--- src/rtl/lutram_pkg.sv ---
// Shared geometry constants for the 64-deep LUT-RAM FIFO.
package lutram_pkg;

    localparam int LUTRAM_DEPTH = 64;
    localparam int LUTRAM_AW    = 6;
    localparam int LUTRAM_LW    = 7;

endpackage

--- src/rtl/lutram_sdp64.sv ---
// 64-deep distributed RAM: synchronous write port, asynchronous read port.
module lutram_sdp64
    import lutram_pkg::*;
#(
    parameter int DATA_W = 8
) (
    input  logic                 WCLK,
    input  logic                 WE,
    input  logic [LUTRAM_AW-1:0] A,
    input  logic [DATA_W-1:0]    D,
    input  logic [LUTRAM_AW-1:0] DPRA,
    output logic [DATA_W-1:0]    DPO
);

    // One 64x1 dual-port slice per data bit.
    for (genvar g = 0; g < DATA_W; g++) begin : g_slice
        logic [LUTRAM_DEPTH-1:0] bits;

        always_ff @(posedge WCLK) begin
            if (WE) begin
                bits[A] <= D[g];
            end
        end

        assign DPO[g] = bits[DPRA];
    end

endmodule

--- src/rtl/lutram_fifo64.sv ---
// 64-entry LUT-RAM FIFO with a registered first-word-fall-through output.
module lutram_fifo64
    import lutram_pkg::*;
#(
    parameter int DATA_W = 8
) (
    input  logic                 CLK,
    input  logic                 RST,
    input  logic                 WR_EN,
    input  logic [DATA_W-1:0]    WR_DATA,
    output logic                 FULL,
    output logic                 RD_VALID,
    input  logic                 RD_READY,
    output logic [DATA_W-1:0]    RD_DATA,
    output logic [LUTRAM_LW-1:0] LEVEL,
    output logic                 ERR_OVF
);

    localparam logic [LUTRAM_LW-1:0] CNT_FULL = LUTRAM_LW'(LUTRAM_DEPTH);

    logic [LUTRAM_AW-1:0] wr_ptr;
    logic [LUTRAM_AW-1:0] rd_ptr;
    logic [LUTRAM_LW-1:0] ram_cnt;
    logic [LUTRAM_LW-1:0] ram_cnt_nxt;
    logic                 out_vld;
    logic                 out_vld_nxt;
    logic                 wr_acc;
    logic                 load;
    logic [DATA_W-1:0]    ram_dout;

    lutram_sdp64 #(
        .DATA_W (DATA_W)
    ) u_ram (
        .WCLK (CLK),
        .WE   (wr_acc),
        .A    (wr_ptr),
        .D    (WR_DATA),
        .DPRA (rd_ptr),
        .DPO  (ram_dout)
    );

    // FULL is registered, so a pop at full never frees room this cycle.
    assign wr_acc = WR_EN & ~FULL;
    assign load   = (ram_cnt != '0) & (~out_vld | RD_READY);

    always_comb begin
        ram_cnt_nxt = ram_cnt;
        unique case ({wr_acc, load})
            2'b10:   ram_cnt_nxt = ram_cnt + 1'b1;
            2'b01:   ram_cnt_nxt = ram_cnt - 1'b1;
            default: ram_cnt_nxt = ram_cnt;
        endcase
    end

    always_comb begin
        out_vld_nxt = out_vld;
        if (load) begin
            out_vld_nxt = 1'b1;
        end else if (out_vld & RD_READY) begin
            out_vld_nxt = 1'b0;
        end
    end

    always_ff @(posedge CLK) begin
        if (RST) begin
            wr_ptr  <= '0;
            rd_ptr  <= '0;
            ram_cnt <= '0;
            out_vld <= 1'b0;
            RD_DATA <= '0;
            FULL    <= 1'b0;
            LEVEL   <= '0;
            ERR_OVF <= 1'b0;
        end else begin
            if (wr_acc) begin
                wr_ptr <= wr_ptr + 1'b1;
            end
            if (load) begin
                rd_ptr  <= rd_ptr + 1'b1;
                RD_DATA <= ram_dout;
            end
            if (WR_EN & FULL) begin
                ERR_OVF <= 1'b1;
            end
            ram_cnt <= ram_cnt_nxt;
            out_vld <= out_vld_nxt;
            FULL    <= (ram_cnt_nxt == CNT_FULL);
            LEVEL   <= ram_cnt_nxt + LUTRAM_LW'(out_vld_nxt);
        end
    end

    assign RD_VALID = out_vld;

endmodule

--- config.mk ---
export PLATFORM = sky130hd
export DESIGN_NAME = lutram_fifo64
export DESIGN_NICKNAME = d
export VERILOG_FILES = /design/src/rtl/lutram_pkg.sv /design/src/rtl/lutram_sdp64.sv /design/src/rtl/lutram_fifo64.sv
export SDC_FILE = /design/constraint.sdc
export NUM_CORES = 1
export LEC_CHECK = 0
export CAP_MARGIN = 10
export CORE_MARGIN = 1
export CORE_UTILIZATION = 45
export CTS_CLUSTER_SIZE = 16
export DETAILED_ROUTE_END_ITERATION = 10
export GPL_TIMING_DRIVEN = 0
export HOLD_SLACK_MARGIN = 0.05
export PLACE_DENSITY = 0.63
export SETUP_SLACK_MARGIN = 0.02
export SYNTH_ARGS = -nofsm -noshare
export SYNTH_HDL_FRONTEND = slang
export SYNTH_SLANG_ARGS = --single-unit
--- constraint.sdc ---
create_clock -name CLK -period 4.6 [get_ports CLK]
set_input_delay 0.92 -clock CLK [delete_from_list [all_inputs] [get_ports CLK]]
set_output_delay 0.92 -clock CLK [all_outputs]
set_load 0.05 [all_outputs]
* Word level (Yosys, flattened, before mapping) *
Cells that the tools add are included.

storage, ports and cells
  register bits = 549
  input bits = 12
  output and inout bits = 18
  logic and storage cells = 65

operators by class
  add/subtract/negate cells = 5
  $lt $le $gt $ge = 3
  equality and inequality tests = 3
  multiplexer cells = 29
  bitwise gates (word level) = 7
  reduce and logical (&&, ||, !) cells = 2

operators by type and width
  kind                                                                    count
  64-bit bitwise mux                                                      8
  1-bit binary-select mux with 6-bit select                               8
  6-bit by 7-bit < comparator with 1-bit output (second input constant)   2
  7-bit case mux with 2 select lines                                      1
  6-bit by 1-bit adder with 6-bit output (second input constant)          2
  1-bit two-way mux                                                       11
  7-bit by 1-bit adder with 7-bit output                                  1
  7-bit by 1-bit adder with 7-bit output (second input constant)          1
  7-bit == test (second input constant)                                   1
  7-bit nonzero test                                                      1
  7-bit by 1-bit subtractor with 7-bit output (second input constant)     1
  1-bit demux with 6-bit select                                           1
  6-bit by 1-bit >= comparator with 1-bit output (second input constant)  1
  1-bit AND                                                               4
  2-bit by 1-bit == test with 1-bit output (second input constant)        1
  2-bit == test (second input constant)                                   1
  1-bit NOT                                                               2
  1-bit logical AND                                                       1
  1-bit OR                                                                1

* Longest topological paths before layout *
  depth after elaboration = 6
  gate-level depth with buffers = 14
  mapped depth without buffers = 11

* Hierarchy *
Synthesis repeated with hierarchy kept, for this count alone.

second synthesis, totals
  cell total of the unflattened synthesis = 1124
  area total of the unflattened synthesis = 21677.0 µm²

modules (own cells, without submodules)
  module         instances  cells each  area an instance (µm²)  sequential area each (µm²)
  lutram_sdp64   1          920         19909.1                 15374.7
  lutram_fifo64  1          204         1767.9                  740.7

* Worst setup path after synthesis *
Ideal clock, no wire load.

  kind = input -> register
  from = in RD_READY
  to = reg LEVEL[6]
  data arrival time = 3443 ps
  required time = 4477 ps
  path slack = 1034 ps
  stages on the path = 12
  path buffers = 3
  cells stage by stage = nand2b_1 > clkbuf_1 > o21ai_0 > inv_1 > clkbuf_1 > ha_1 > clkbuf_1 > nor4_1 > o21a_1 > o41ai_2 > nor4_1 > mux2_1

between the ends
  word-level cells in the longest chain between the ends = 5

RTL lines
  what                                                                              line                 text
  start: declaration                                                                lutram_fifo64.sv:13  input logic RD_READY,
  1-bit OR                                                                          lutram_fifo64.sv:44  assign load = (ram_cnt != '0) & (~out_vld | RD_READY);
  1-bit AND                                                                         lutram_fifo64.sv:44
  2-bit by 1-bit == test with 1-bit output / 2-bit == test (equally long branches)  lutram_fifo64.sv:48  unique case ({wr_acc, load})
  7-bit case mux with 2 select lines                                                lutram_fifo64.sv:48
  7-bit by 1-bit adder with 7-bit output (*)                                        lutram_fifo64.sv:88  LEVEL <= ram_cnt_nxt + LUTRAM_LW'(out_vld_nxt);
  end signal: assignment                                                            lutram_fifo64.sv:88
  end: declaration                                                                  lutram_fifo64.sv:15  output logic [LUTRAM_LW-1:0] LEVEL,

Mark *: on every way between the ends. The rest lies on a longest branch, timed or not.
A chain may end at the register's enable or synchronous reset.

* Worst setup path in the final report *
  from = in RD_READY
  to = reg LEVEL[6]

between the ends
  word-level cells in the longest chain between the ends = 5

RTL lines
  what                                                                              line                 text
  1-bit OR (*)                                                                      lutram_fifo64.sv:44
  1-bit AND (*)                                                                     lutram_fifo64.sv:44
  2-bit by 1-bit == test with 1-bit output / 2-bit == test (equally long branches)  lutram_fifo64.sv:48
  7-bit case mux with 2 select lines (*)                                            lutram_fifo64.sv:48
  net ram_cnt_nxt[0]                                                                lutram_fifo64.sv:24  logic [LUTRAM_LW-1:0] ram_cnt_nxt;
  7-bit by 1-bit adder with 7-bit output (*)                                        lutram_fifo64.sv:88

Mark *: on every way through the listed nets, which the timed path passes. The rest lies on a longest branch.

==> results summary <==
In the routed layout, each cell is associated on average with a via count of 5.787. The internal power component is 9.420 mW. For the finished layout, the period the worst path requires is 4050 ps.

The checks that failed: DRC. The first global-routing pass estimated 68.19 mm of wire. The maximum number of buffers from clock root to sink came out at 3. The aggregate routed wire length came out at 46.30 mm. The worst hold path passes through 2 cells. The post-CTS setup buffer count is 0. After synthesis the cells add up to 21530 sq um. The final-report max-slew violation count was 0. The count of final setup violators is 0. The part of the total power dissipated in sequential elements is 0.431. The maximum level of the CTS H-tree is 2.

The max-capacitance violation count came out at 0. The depth of the most critical reg-to-reg path is 14. In the final layout, the share of cells above drive strength 1 is 0.2369. For this design, the CTS-stage hold fixing added 0 buffers. The required time of the critical path came out at 5080 ps.

The number of instances resized during post-cts repair is 0. The clock tree root driver cell is sky130_fd_sc_hd__clkbuf_16. The fraction of power spent switching nets came out at 0.2792.

The TritonCTS clock tree is done. The worst clock skew is 19.29 ps. The category of the critical setup timing path is in -> reg. The core region area is 46850 sq um. The number of global-route vias before repair was 10.21k.

The signal on the critical path passes through clkdlybuf4s50_1 > nand2b_1 > clkbuf_1 > o21ai_0 > inv_1 > clkbuf_1 > ha_1 > clkbuf_1 > xor2_1 > inv_1 > ha_1 > ha_1 > nand2_1 > nor4_1 > mux2_1. The clock net sink count came out at 549. In this run, synthesis inferred 512 flip-flops with an integrated enable. The synthesized area per cell came out at 20.82 sq um.

The biggest fanout along the worst timing path is 10. The fraction of power consumed by the clock network is 0.316. The busiest layer in global routing is met2. Clock latency on the worst-skew pair, taken at its later pin, is 600 ps. The number of hold violations in the final report is 0.

The count of pins on the block boundary came out at 30. In this run, distinct cell masters in the synthesized netlist total 52. In the synthesized netlist, the number of instances is 1034. The worst slew margin relative to its limit came out at 0.3273. Fill cells in the final layout number 3727. The average wire per standard cell is 26.18 microns.

The most common flop cell mapped by yosys is sky130_fd_sc_hd__edfxtp_1. The run finished, with violations left. The die is 220.7 microns wide.

The routing usage on met2 is 0.3064. The overflow left after global routing came out at 0. The global routing usage on met3 came out at 0.03299.

The count of nets left with antenna violations once routing finished came out at 0. Setup repair after global routing left no endpoint under its margin. The met1 track demand over resource is 0.2883. The net count after synthesis is 1052. The ratio of final minimum period to clock period came out at 0.8804. Of the total power, combinational logic draws 0.253. The share of the Yosys chip area taken by registers is 0.7486. The DRC violations left is 4. The class of the most critical hold timing path is reg -> reg. The synthesized flop and latch total is 549. Timing would allow up to 246.9 MHz. In the final design database the tool counted 1144 nets.

The first routing iteration left 979 violations. The share of synthesized registers carrying an async set or reset came out at 0. The data arrival time of the critical path is 4530 ps.

The number of antenna violations at the first check in global routing is 0. The first TritonRoute pass finished after 10 iterations. The via count of the routed design came out at 10.23k. The initial utilization of the core area, before any placement, comes to 0.4595. The leakage power total came out at 7.417 nW. The endpoint type of the worst setup path is a register. The wire-length estimate of the detail-placed layout is 30.43 mm. The height of the die is 220.7 microns. The floorplan has 79 rows. The net switching power is 3.649 mW.

The total negative slack for setup checks is 0 ps. The power per standard cell area came out at 537.3 nW/um^2. STA classifies the critical path startpoint as an input port.

The floorplan step defined a die boundary enclosing 48720 sq um. The count of warnings emitted by yosys came out at 0. The worst setup timing slack at the placement stage is -12.55 ps.

Entering global routing, the biggest net connects 53 pins. The number of clock buffers inserted by TritonCTS is 54. The largest individual stage delay along the critical path comes from the cell sky130_fd_sc_hd__clkdlybuf4s50_1. The transition time at the pin with the least slew margin came out at 1009 ps.

In the global route stage, overall resource usage came out at 0.1973. The last weighted congestion value of the routability-driven placer came out at 0.8165. The delay of the slowest critical-path stage is 470 ps. The repair_antennas step left the layout with diodes totalling 0. The number of port buffers is 28. The worst IR drop on VDD is 0.0002605 V. The final worst setup slack came out at 549.9 ps. The clock transition at the registers of the reported paths is 60 ps. The area overhead of the layout relative to synthesis is 13.00%.
-- placed cells by master (no fill, tap or decap), types with 4 or more instances in the layout --
cell type / count
sky130_fd_sc_hd__clkdlybuf4s50_1: 20
sky130_fd_sc_hd__nand3_1: 9
sky130_fd_sc_hd__buf_2: 18
sky130_fd_sc_hd__ha_1: 6
sky130_fd_sc_hd__edfxtp_1: 512
sky130_fd_sc_hd__dfxtp_1: 37
sky130_fd_sc_hd__buf_12: 6
sky130_fd_sc_hd__mux4_2: 160
sky130_fd_sc_hd__a22o_1: 16
sky130_fd_sc_hd__buf_4: 4
sky130_fd_sc_hd__clkinv_1: 8
sky130_fd_sc_hd__buf_6: 5
sky130_fd_sc_hd__o21ai_0: 5
sky130_fd_sc_hd__buf_1: 15
sky130_fd_sc_hd__nand2b_1: 5
sky130_fd_sc_hd__nor2b_1: 15
sky130_fd_sc_hd__clkinv_2: 6
sky130_fd_sc_hd__nor3_1: 6
sky130_fd_sc_hd__nand2_1: 26
sky130_fd_sc_hd__xor2_1: 9
sky130_fd_sc_hd__nor2_1: 86
sky130_fd_sc_hd__nand4_1: 5
sky130_fd_sc_hd__clkbuf_16: 55
sky130_fd_sc_hd__inv_1: 4
sky130_fd_sc_hd__clkbuf_1: 42
sky130_fd_sc_hd__o21ai_1: 8
sky130_fd_sc_hd__xnor2_1: 5
sky130_fd_sc_hd__a21oi_1: 18
-- critical path: cells and delay by family --
| family | cells | cell delay [ps] |
|---|---|---|
| AO/OA/AOI/OAI | 1 | 230 |
| XOR/XNOR | 1 | 170 |
| adder cells (fa/ha/maj) | 3 | 610 |
| buffers and inverters | 6 | 1820 |
| multiplexers | 1 | 370 |
| AND/OR/NAND/NOR | 3 | 400 |
-- power by group through the flow --
stage	logic [mW]	registers, mW	clock network (mW)
2_1_floorplan	2.15	5.87	0
6_report	3.31	5.63	4.13
3_5_place_dp	3.33	5.73	0
4_1_cts	3.34	5.63	4.21
5_1_grt	3.53	5.64	4.36
3_3_place_gp	3.30	5.74	0
-- state kept, by name, summed over array words and instances, names as in the netlist --
signal	count
u_ram.g_slice.bits	512
RD_DATA	8
LEVEL	7
ram_cnt	7
rd_ptr	6
wr_ptr	6
ERR_OVF	1
FULL	1
RD_VALID	1
-- Yosys cell counts (all sizes together) (3+ instances only) --
cell type  count  area share
nor3           6      0.0014
a21oi         18      0.0042
buf           34      0.0090
xor2          10      0.0044
xnor2          6      0.0028
o21ai         13      0.0030
edfxtp       512        0.71
o211ai         3      0.0010
mux4         160        0.17
nor4           4      0.0015
nand2         26      0.0045
nand3          9      0.0021
nor2b         15      0.0044
inv            5     0.00087
mux2           3      0.0016
clkbuf        27      0.0048
nand3b         3      0.0010
ha             6      0.0035
nor2          86       0.015
nand2b         5      0.0015
or3            3     0.00087
a22o          16      0.0065
dfxtp         37       0.034
nand4          5      0.0015
-- stage by stage --
stage / instances / instance area, sq um / hold slack, ps / total power, mW / util
2_1_floorplan: 1034 / 21530 / 488.0 / 8.022 / -
3_3_place_gp: 1669 / 22570 / 447.5 / 9.041 / 0.4817
3_5_place_dp: 1677 / 22700 / 459.4 / 9.061 / 0.4846
4_1_cts: 1768 / 24330 / 468.0 / 13.18 / 0.5192
5_1_grt: 1768 / 24330 / 492.0 / 13.53 / 0.5192
6_report: 1768 / 24330 / 471.6 / 13.07 / 0.5192
-- routing by layer --
layer | wire [microns] | part of all wire
met1 | 20420 | 0.44
met2 | 22170 | 0.48
met3 | 2787 | 0.060
met4 | 919 | 0.020
met5 | 0 | 0
-- layout make-up --
cell class | count | area, sq um | share of cell area
clock buffers | 73 | 1464 | 0.06018
repair buffers | 36 | 415.4 | 0.01708
plain buffers | 61 | 295.3 | 0.01214
well taps | 607 | 759.5 | 0.03122
flip-flops and latches | 549 | 16120 | 0.6625
inverters | 5 | 18.77 | 0.0007715
clock inverters | 18 | 158.9 | 0.006532
multi-input cells | 419 | 5099 | 0.2096
-- final timing paths --
| kind | startpoint | end | slack [ps] |
|---|---|---|---|
| worst max register to register | ram_cnt[3] | LEVEL[6] | 690 |
| worst min-delay path | RD_DATA[7] | RD_DATA[7] | 470 |
| worst max-delay path | RD_READY | LEVEL[6] | 550 |
| worst min register to register | RD_DATA[7] | RD_DATA[7] | 470 |
-- logic make-up after synthesis --
logic type               share of synthesized area
AO/OA/AOI/OAI                              0.01912
XOR/XNOR                                  0.007207
adder cells (fa/ha/maj)                   0.003487
AND/OR/NAND/NOR                            0.03714
flip-flops                                  0.7486
multiplexers                                0.1699
buffers and inverters                      0.01459
Note: power is estimated with default switching activity, not from simulation.
